**config.mk**
```make
export PLATFORM = sky130hd
export DESIGN_NAME = serial_stream
export DESIGN_NICKNAME = d
export VERILOG_FILES = /design/src/rtl/serial_pkg.sv /design/src/rtl/serial_stream_cnt.sv /design/src/rtl/serial_stream.sv
export SDC_FILE = /design/constraint.sdc
export NUM_CORES = 1
export LEC_CHECK = 0
export ABC_AREA = 0
export CAP_MARGIN = 20
export CORE_MARGIN = 5
export CORE_UTILIZATION = 46
export DETAILED_ROUTE_END_ITERATION = 8
export PLACE_DENSITY = 0.73
export REMOVE_ABC_BUFFERS = 1
export SYNTH_ARGS = -nofsm -noshare
export SYNTH_HDL_FRONTEND = slang
export SYNTH_SLANG_ARGS = --single-unit
```
**constraint.sdc**
```tcl
create_clock -name i_clk -period 1.54 [get_ports i_clk]
set_input_delay 0.308 -clock i_clk [delete_from_list [all_inputs] [get_ports i_clk]]
set_output_delay 0.308 -clock i_clk [all_outputs]
set_load 0.05 [all_outputs]
```
**src/rtl/serial_pkg.sv**
```systemverilog
// Shared types and elaboration helpers for the parallel-to-serial stream converter.
package serial_pkg;

    typedef enum logic {S_IDLE, S_SHIFT} serial_state_t;

    function automatic int f_beats(input int width, input int lanes);
        return width / lanes;
    endfunction

    function automatic int f_cntw(input int beats);
        return (beats <= 1) ? 1 : $clog2(beats);
    endfunction

endpackage

```
**src/rtl/serial_stream_cnt.sv**
```systemverilog
// Wrapping beat counter: counts 0..p_scale, clear has priority over increment.
module serial_stream_cnt #(
    parameter int p_scale = 7,
    parameter int p_cw    = 3
) (
    input  logic            clk,
    input  logic            rst,
    input  logic            clr,
    input  logic            inc,
    output logic [p_cw-1:0] cnt,
    output logic            wrap
);

    assign wrap = (cnt == p_cw'(p_scale));

    // Count register; wraps back to zero after the terminal value.
    always_ff @(posedge clk) begin
        if (rst) begin
            cnt <= '0;
        end else if (clr) begin
            cnt <= '0;
        end else if (inc) begin
            cnt <= wrap ? '0 : cnt + p_cw'(1);
        end
    end

endmodule

```
**src/rtl/serial_stream.sv**
```systemverilog
// Parallel-to-serial converter with one-word holding buffer and step-paced beats.
module serial_stream
    import serial_pkg::*;
#(
    parameter int p_width     = 8,
    parameter int p_lanes     = 1,
    parameter bit p_msb_first = 1'b0
) (
    input  logic               i_clk,
    input  logic               i_rst,
    input  logic [p_width-1:0] i_dat,
    input  logic               i_vld,
    output logic               o_rdy,
    input  logic               i_stp,
    output logic [p_lanes-1:0] o_val,
    output logic               o_act,
    output logic               o_first,
    output logic               o_last,
    output logic               o_done
);

    localparam int p_beats = f_beats(p_width, p_lanes);
    localparam int p_cw    = f_cntw(p_beats);

    if ((p_width % p_lanes) != 0) begin : g_chk
        $error("serial_stream: p_width must be a multiple of p_lanes");
    end

    serial_state_t      state;
    logic [p_width-1:0] hold;
    logic [p_width-1:0] sh;
    logic [p_width-1:0] sh_next;
    logic [p_lanes-1:0] lane;
    logic               hold_full;
    logic               done;
    logic [p_cw-1:0]    cnt;
    logic               wrap;
    logic               act;
    logic               accept;
    logic               w_load;

    assign act     = (state == S_SHIFT);
    assign o_act   = act;
    assign o_first = act & (cnt == '0);
    assign o_last  = act & wrap;
    assign o_done  = done;

    // A word moves into the shifter when idle or on the final step of the current word.
    assign w_load = hold_full & (~act | (i_stp & o_last));
    assign o_rdy  = ~i_rst & (~hold_full | w_load);
    assign accept = i_vld & o_rdy;

    if (p_msb_first) begin : g_msb
        assign lane    = sh[p_width-1 -: p_lanes];
        assign sh_next = sh << p_lanes;
    end else begin : g_lsb
        assign lane    = sh[p_lanes-1:0];
        assign sh_next = sh >> p_lanes;
    end

    assign o_val = act ? lane : '0;

    serial_stream_cnt #(
        .p_scale (p_beats - 1),
        .p_cw    (p_cw)
    ) u_cnt (
        .clk  (i_clk),
        .rst  (i_rst),
        .clr  (w_load),
        .inc  (i_stp & act),
        .cnt  (cnt),
        .wrap (wrap)
    );

    // Handshake buffer, shifter and IDLE/SHIFT state machine.
    always_ff @(posedge i_clk) begin
        if (i_rst) begin
            state     <= S_IDLE;
            hold      <= '0;
            hold_full <= 1'b0;
            sh        <= '0;
            done      <= 1'b0;
        end else begin
            done      <= 1'b0;
            hold_full <= accept | (hold_full & ~w_load);
            if (accept) begin
                hold <= i_dat;
            end
            case (state)
                S_IDLE: begin
                    if (w_load) begin
                        sh    <= hold;
                        state <= S_SHIFT;
                    end
                end
                S_SHIFT: begin
                    if (i_stp) begin
                        if (o_last) begin
                            if (hold_full) begin
                                sh <= hold;
                            end else begin
                                state <= S_IDLE;
                                done  <= 1'b1;
                            end
                        end else begin
                            sh <= sh_next;
                        end
                    end
                end
                default: state <= S_IDLE;
            endcase
        end
    end

endmodule

```
# Word-level counts from Yosys, hierarchy flattened
# Index checks and enable logic that the tools add are counted.
[op_classes]
addsub = 1
mul = 0
div_mod_pow = 0
n_lt_le_gt_ge = 0
eq_ne = 4
shift = 0
muxes = 13
n_bitwise = 17
reduce_logical = 4
[ops]
columns = ["operator", "count"]
rows = [
  ["$mux W8", 4],
  ["$pmux W8 S2", 1],
  ["$and A1 B1 Y1", 8],
  ["$mux W1", 6],
  ["$not A1 Y1", 6],
  ["$ne A2 B2 Y1 const B", 2],
  ["$reduce_or A4 Y1", 1],
  ["$add A3 B1 Y3 const B", 1],
  ["$eq A3 B3 Y1 const B", 1],
  ["$logic_not A3 Y1", 1],
  ["$mux W3", 1],
  ["$ne A3 B2 Y1 const B", 1],
  ["$or A1 B1 Y1", 3],
  ["$reduce_and A3 Y1", 1],
  ["$pmux W1 S2", 1],
  ["$reduce_or A2 Y1", 1],
]
[word_totals]
regBits = 22
latchBits = 0
ram_bits = 0
romBits = 0
in_bits = 12
output_inout_bits = 6
elab_cells = 45
memories = 0

# Longest topological paths before layout
# Gate-level depths: netlist of run 1.
[logic_depth]
depth_word = 9
ltp_mapped = 7
mapped_depth_nobuf = 5

# Hierarchy
# A second synthesis of run 1 with hierarchy kept.
[hier_totals]
cells_unflattened = 104
hier_area_um2 = 1077.3
[by_module_without_submodules]
columns = ["module", "instances", "cells_each", "area_each_um2"]
rows = [
  ["serial_stream", 1, 91, 928.4],
  ["serial_stream_cnt", 1, 13, 148.9],
]

# Worst setup path before layout of run 1
# Ideal clock, no wire load.
[synth_path]
kind = "register to output"
from = "reg state, in the netlist o_act"
to = "out o_first"
arrival_time_ns = 1.623
required_ns = 1.232
setup_slack_ns = -0.391
stages_incl_launch_ff = 4
cell_sequence = "dfxtp_1 -> buf_4 -> nand2_1 -> nor2_1"
[synth_via]
elab_chain_len = 1
[synth_rtl]
columns = ["element", "line", "text"]
rows = [
  ["start: declaration", "serial_stream.sv:29", "serial_state_t state;"],
  ["start signal: assignment", "serial_stream.sv:78", "state <= S_IDLE;"],
  ["start signal: assignment", "serial_stream.sv:93", "state <= S_SHIFT;"],
  ["start signal: assignment", "serial_stream.sv:102", "state <= S_IDLE;"],
  ["$and A1 B1 Y1", "serial_stream.sv:44", "assign o_first = act & (cnt == '0);"],
  ["end: declaration", "serial_stream.sv:17", "output logic o_first,"],
]
# Every way passes these cells.

# Worst setup path after layout of run 1
[layout_path]
from = "reg u_cnt.cnt[1]"
to = "out o_rdy"
[layout_via]
elab_chain_len = 7
[layout_rtl]
columns = ["element", "line", "text"]
rows = [
  ["start: declaration", "serial_stream_cnt.sv:10", "output logic [p_cw-1:0] cnt,"],
  ["start signal: assignment", "serial_stream_cnt.sv:23", "cnt <= wrap ? '0 : cnt + p_cw'(1);"],
  ["$eq A3 B3 Y1", "serial_stream_cnt.sv:14", "assign wrap = (cnt == p_cw'(p_scale));"],
  ["$and A1 B1 Y1", "serial_stream.sv:45", "assign o_last = act & wrap;"],
  ["$and A1 B1 Y1", "serial_stream.sv:49", "assign w_load = hold_full & (~act | (i_stp & o_last));"],
  ["$or A1 B1 Y1", "serial_stream.sv:49", ""],
  ["$and A1 B1 Y1", "serial_stream.sv:49", ""],
  ["$or A1 B1 Y1", "serial_stream.sv:50", "assign o_rdy = ~i_rst & (~hold_full | w_load);"],
  ["$and A1 B1 Y1", "serial_stream.sv:50", ""],
  ["end: declaration", "serial_stream.sv:13", "output logic o_rdy,"],
]
# Every way passes these cells.

==> results.py, run 1 <==
metrics = {
    "synth": {
        "yosysUniqueCellTypes": 28,
        "syn-cell-area_um2": 1110,
        "syn_area_per_cell_um2": 10.3,
        "synth_flop_cell": "dfxtp_1",
        "synth-edff-count": 0,
        "ys_top_cells_by_area": "dfxtp_1 40%, mux2_2 8.1%, mux2i_1 7.2%",
        "yosys_warnings": 0,
        "ys_async_sr_fraction_pct": 0,
        "synth_seq_cells": 22,
        "synth_top_area_share_pct": 39.8,
        "syn-instance-count": 108,
        "synth_top_cell_by_area": "dfxtp_1",
        "ys_seq_area_share_pct": 39.8,
    },
    "global_routing": {
        "met2_usage_pct": 28.2,
        "grt.overflow.total": 0,
        "grt-busiest-layer": "met2",
        "grt_max_degree": 16,
        "grt_pass1_vias": 909,
        "grt_pass1_wl_um": 4080,
        "antenna_found_initial": 0,
        "use_met1_pct": 17.2,
        "grt_util_met3_pct": 2.40,
        "grt_util_all_layers_pct": 15.2,
    },
    "worst_setup_path": {
        "crit_path_start_kind": "flop",
        "cp_cell_sequence": "ha_4 -> ha_4 -> a21boi_4 -> a21oi_2 -> buf_12",
        "cp.arrival_ps": 1390,
        "max_stage_delay_ps": 350,
        "r2r_slack_ps": -150,
        "critPathKind": "reg -> out",
        "crit_slowest_cell": "dfxtp_2",
        "cp_max_fo": 3,
        "r2r.worst_path.cells": 8,
        "end_kind": "output port",
        "required_ps": 1230,
        "cp_common_cell": "ha_4",
    },
    "floorplanning": {
        "fp.dieH_um": 59.1,
        "ios": 18,
        "core_area_um2": 2250,
        "num_rows": 17,
        "die_area_um2": 3490,
        "start_util_pct": 49.1,
        "fp.dieW_um": 59.1,
    },
    "timing": {
        "worst_pin_slew_ps": 583,
        "layout_setup_ws_ps": -162,
        "setup_violations": 19,
        "fin_crit_ps": 1700,
        "hold_viol_final": 0,
        "max_slew_margin_pct": 61.1,
        "tns_ps": -2020,
        "rsz0062_at_grt": "yes",
        "maxSlewViolCount": 0,
        "fin_crit_sh_pct": 110,
        "fmax_mhz": 588,
        "clock_skew_ps": 6.34,
    },
    "pwr": {
        "leakage_nw": 0.626,
        "clockPowerShare_pct": 20.5,
        "p_int_mw": 0.889,
        "peakVddDrop_v": 0.000601,
        "power_switching_mw": 0.329,
        "swShare_pct": 27.0,
        "powerDensity_nw_per_um2": 752,
        "power.share.sequential_pct": 52.9,
        "power_frac_comb_pct": 26.7,
    },
    "status": {
        "run_status": "finished with violations",
        "violations": "setup timing",
    },
    "route": {
        "vias": 901,
        "wl_um": 2700,
        "drt-wirelength-per-cell_um": 16.3,
        "vias_per_cell": 5.43,
        "drcViolationCount": 0,
        "ant_nets": 0,
        "first_pass_iters": 4,
        "drt_iter0_markers": 15,
    },
    "cells_and_area": {
        "antenna_cells": 0,
        "nets": 155,
        "syn_to_final_growth_pct": 46.3,
        "final_util_pct": 71.9,
        "fillerInstances": 171,
        "layout-drive-gt1-share_pct": 38.4,
    },
    "clocking": {
        "clk_pin_slew_worst_paths_ps": 100,
        "clock_sinks": 22,
        "cts-root-buf": "clkbuf_4",
        "cts_tree": "done",
        "numCtsBuffers": 3,
        "htree_levels": 1,
        "worstSkewPairLatency_ps": 300,
        "cts_buffer_depth": 2,
    },
    "min_path": {
        "hold_class": "reg -> reg",
        "min_path_cells": 2,
    },
    "placed_design": {
        "placement.io_buffers": 17,
        "place_ws_ps": -248,
        "place_congestion": 0.711,
        "dp_hpwl_um": 1680,
    },
    "job": {
        "drv_cap": 0,
    },
}
layout by cell type, fill, tap and decap left out, types with 6 or more instances in the layout:
cell,instances
a21oi_1,10
buf_12,7
buf_4,10
clkdlybuf4s50_1,11
dfxtp_1,18
mux2_4,8
mux2i_1,8
nor2b_1,8
o311ai_0,6
per-stage QoR:
step | cell area, um2 | hold WS, ps | cells | power (mW)
2_1_floorplan | 1060 | 380 | 102 | 0.790
3_3_place_gp | 1410 | 447 | 157 | 0.908
3_5_place_dp | 1410 | 458 | 157 | 0.920
4_1_cts | 1520 | 474 | 163 | 1.19
5_1_grt | 1620 | 535 | 166 | 1.28
6_report | 1620 | 470 | 166 | 1.22
synthesized netlist by cell type, types with 2 or more instances:
| master | count |
|---|---|
| nand2_1 | 5 |
| mux2i_1 | 8 |
| nor2b_1 | 8 |
| nand2b_1 | 2 |
| dfxtp_1 | 22 |
| a21oi_1 | 11 |
| or3b_2 | 3 |
| mux2_2 | 8 |
| and2_1 | 2 |
| or3b_1 | 4 |
| buf_2 | 2 |
| ha_1 | 3 |
| inv_1 | 5 |
| nor2_1 | 5 |
| nand3_1 | 2 |
| o311ai_0 | 6 |
critical path, delay by kind of cell (launching register included):
kind                       cells  cell delay (ps)
buffers and inverters          1              170
AOI/OAI and AO/OA              2              240
DFF                            1              350
adders and majority gates      2              330
registers in the layout, indices dropped and copies added, names as in the netlist:
signal,count
o_act,1
u_cnt.cnt,3
hold,8
o_done,1
hold_full,1
sh,8
metal layers:
layer	part of all wire (%)	routed length (um)	vias up
met2	54	1460	22
met5	0	0	-
met4	1.9	51	0
li1	-	-	450
met1	40	1070	423
met3	4.1	111	6
area by class of cell:
class / count / area (um2) / area share [%]
multi-input combinational: 75 / 696 / 42.9
sequential: 22 / 448 / 27.6
timing repair buffer: 33 / 395 / 24.4
tap: 28 / 35.0 / 2.16
inverter: 5 / 23.8 / 1.47
clock buffer: 3 / 22.5 / 1.39
what timing repair did:
item	4_1_cts	5_1_grt
setup buffers	4	2
pin swaps	4	8
hold buffers	0	0
cloned	0	1
setup endpoints to repair	21	23
gates resized for setup	17	18
path summary, 6_finish.rpt:
path                 from       to
max          u_cnt.cnt[1]    o_rdy
min reg2reg         sh[7]    sh[7]
max reg2reg  u_cnt.cnt[1]  hold[7]
min                 sh[7]    sh[7]
power by group through the flow:
stage | logic, mW | registers (mW) | clock network, mW
2_1_floorplan | 0.136 | 0.654 | 0
3_3_place_gp | 0.257 | 0.651 | 0
3_5_place_dp | 0.266 | 0.654 | 0
4_1_cts | 0.285 | 0.643 | 0.261
5_1_grt | 0.346 | 0.650 | 0.285
6_report | 0.325 | 0.644 | 0.249
cell families (layout without fill, tap and decap cells):
kind of cell	count (synthesis)	after routing	share of synthesized area [%]
muxes	16	16	15.4
buffers and inverters	11	41	5.99
and+or+nand+nor	33	33	18.2
adders and majority gates	3	3	3.39
AOI/OAI and AO/OA	23	23	17.3
DFF	22	22	39.8
Note: power is estimated with default switching activity, not from simulation.
==> run 2, diff against run 1 <==
--- a/config.mk
+++ b/config.mk
@@ -7,11 +7,13 @@
 export LEC_CHECK = 0
 export ABC_AREA = 0
 export CAP_MARGIN = 20
+export CORE_ASPECT_RATIO = 1.2
 export CORE_MARGIN = 5
 export CORE_UTILIZATION = 46
 export DETAILED_ROUTE_END_ITERATION = 8
 export PLACE_DENSITY = 0.73
 export REMOVE_ABC_BUFFERS = 1
+export SETUP_SLACK_MARGIN = 0.4
 export SYNTH_ARGS = -nofsm -noshare
 export SYNTH_HDL_FRONTEND = slang
 export SYNTH_SLANG_ARGS = --single-unit
==> run 2 against run 1 <==
  * The flow still finishes with violations (setup timing)
  * Sequential power is essentially flat
  * First-iteration DRC count increased by 27%
  * Final cell count is 4.2% higher
  * Final area shrank 1.8%
  * Global-route usage is 0.51 points higher
  * Die area rose by 0.11%
  * Via count rose by 2.1%
  * Critical endpoint unchanged
  * Largest power group unchanged
==> results.py, run 2 (synthesized netlist as in run 1, its figures left out) <==
metrics = {
    "cells_and_area": {
        "final_common_cell": "dfxtp_1",
        "layout-drive-gt1-share_pct": 39.4,
        "top_regs": "hold (8), sh (8), u_cnt.cnt (3)",
        "antenna_cells": 0,
        "nets": 158,
        "fin_area_um2": 1590,
        "final_cell_mix": "18 x dfxtp_1, 14 x buf_4, 11 x clkdlybuf4s50_1, 10 x a21oi_1, 8 x nor2b_1",
        "stdcell_count": 173,
        "fillerInstances": 181,
        "syn_to_final_growth_pct": 43.7,
    },
    "route": {
        "ant_nets": 0,
        "wl_um": 2490,
        "drt-wirelength-per-cell_um": 14.4,
        "vias": 920,
        "first_pass_iters": 4,
        "drcViolationCount": 0,
        "drt_iter0_markers": 19,
        "vias_per_cell": 5.32,
    },
    "timing": {
        "fin_crit_ps": 1680,
        "rsz0062_at_grt": "yes",
        "max_slew_margin_pct": 75.0,
        "worst_pin_slew_ps": 370,
        "setup_violations": 17,
        "worst_hold_slack_ps": 487,
        "clock_skew_ps": 13.5,
        "layout_setup_ws_ps": -139,
        "fin_crit_sh_pct": 109,
        "maxSlewViolCount": 0,
        "fmax_mhz": 596,
        "hold_viol_final": 0,
    },
    "clocking": {
        "clock_sinks": 22,
        "htree_levels": 1,
        "clk_pin_slew_worst_paths_ps": 130,
        "cts_tree": "done",
        "cts_hold_buf": 0,
        "worstSkewPairLatency_ps": 310,
        "numCtsBuffers": 3,
        "cts-root-buf": "clkbuf_4",
        "cts_buffer_depth": 2,
    },
    "min_path": {
        "hold_class": "reg -> reg",
    },
    "pwr": {
        "clockPowerShare_pct": 25.2,
        "power.share.sequential_pct": 50.7,
        "power_frac_comb_pct": 24.1,
        "leakage_nw": 0.619,
        "peakVddDrop_v": 0.000673,
        "powerDensity_nw_per_um2": 793,
        "power_switching_mw": 0.336,
        "swShare_pct": 26.6,
        "power_mw": 1.26,
        "p_int_mw": 0.926,
    },
    "worst_setup_path": {
        "crit_path_start_kind": "flop",
        "end_kind": "output port",
        "cp.arrival_ps": 1370,
        "critPathKind": "reg -> out",
        "required_ps": 1230,
        "cp_max_fo": 3,
    },
    "global_routing": {
        "grt_pass1_wl_um": 4170,
        "grt_pass1_vias": 959,
        "grt_util_all_layers_pct": 15.7,
        "grt_max_degree": 14,
        "grt.overflow.total": 0,
        "antenna_found_initial": 0,
    },
    "placed_design": {
        "place_ws_ps": -263,
        "dp_hpwl_um": 1690,
        "placed_cells": 162,
        "placement.io_buffers": 17,
        "place_area_um2": 1410,
        "place_congestion": 0.716,
    },
    "job": {
        "drv_cap": 0,
    },
    "floorplanning": {
        "fp.dieW_um": 54.8,
        "ios": 18,
        "fp.dieH_um": 63.7,
        "num_rows": 19,
        "die_area_um2": 3490,
        "start_util_pct": 48.0,
        "core_area_um2": 2310,
    },
    "status": {
        "run_status": "finished with violations",
        "violations": "setup timing",
    },
}
==> run 2: cell types whose count changed in the layout (fill, tap and decap cells not counted), sizes merged <==
cell,delta
buf,+4
==> run 2: worst max-delay path, cell delays in order, from the launching register on <==
cell	delay (ps)
dfxtp_2	360
ha_4	160
ha_4	170
a21boi_4	140
a21oi_2	90
buf_12	160
==> run 2: routing by layer <==
layer | share of wire (%) | track usage (%)
met1 | 41 | 16.9
met2 | 55 | 29.7
met3 | 4.6 | 2.33
met4 | 0 | 4.67
met5 | 0 | 0
==> run 2: through the flow <==
stage               util [%]  TNS, ps
global placement        61.0    -2790
detailed placement      61.0    -3380
floorplan                  -    -6370
global route            69.0    -2140
CTS                     67.6     -783
finish                  69.0     -874
==> run 2: path summary, 6_finish.rpt <==
check,end,cells past startpoint,slack (ps),start
worst min register to register,sh[7],2,490,sh[7]
worst max-delay path,o_rdy,5,-140,u_cnt.cnt[1]
worst max register to register,hold[0],7,-60,u_cnt.cnt[1]
worst min-delay path,sh[7],2,490,sh[7]
==> run 2: repair_timing <==
action,in CTS,in global routing
endpoints found under the hold margin,0,0
pin swaps,12,3
resized for setup,17,8
endpoints found under the setup margin,28,28
setup buffers,5,1
gates cloned,1,0
==> run 2: cell type report <==
type                       instances  area [um2]  area share (%)
inverter                           5        18.8            1.18
sequential                        22         448            28.1
multi-input combinational         75         651            40.9
tap                               31        38.8            2.44
timing repair buffer              36         399            25.1
clock buffer                       4        36.3            2.28
==> run 2: power by group through the flow <==
stage / Sequential, mW / Clock [mW] / Combinational, mW
final: 0.641 / 0.318 / 0.304
after floorplan: 0.654 / 0 / 0.136
after detailed placement: 0.648 / 0 / 0.265
after CTS: 0.638 / 0.328 / 0.294
after global routing: 0.645 / 0.353 / 0.328
after global placement: 0.646 / 0 / 0.257
==> run 3, diff against run 2 <==
--- a/config.mk
+++ b/config.mk
@@ -11,6 +11,7 @@
 export CORE_MARGIN = 5
 export CORE_UTILIZATION = 46
 export DETAILED_ROUTE_END_ITERATION = 8
+export HOLD_SLACK_MARGIN = 0.08
 export PLACE_DENSITY = 0.73
 export REMOVE_ABC_BUFFERS = 1
 export SETUP_SLACK_MARGIN = 0.4
==> results of run 3 <==
The final DEF is identical to that of run 2; final timing and power are the same.
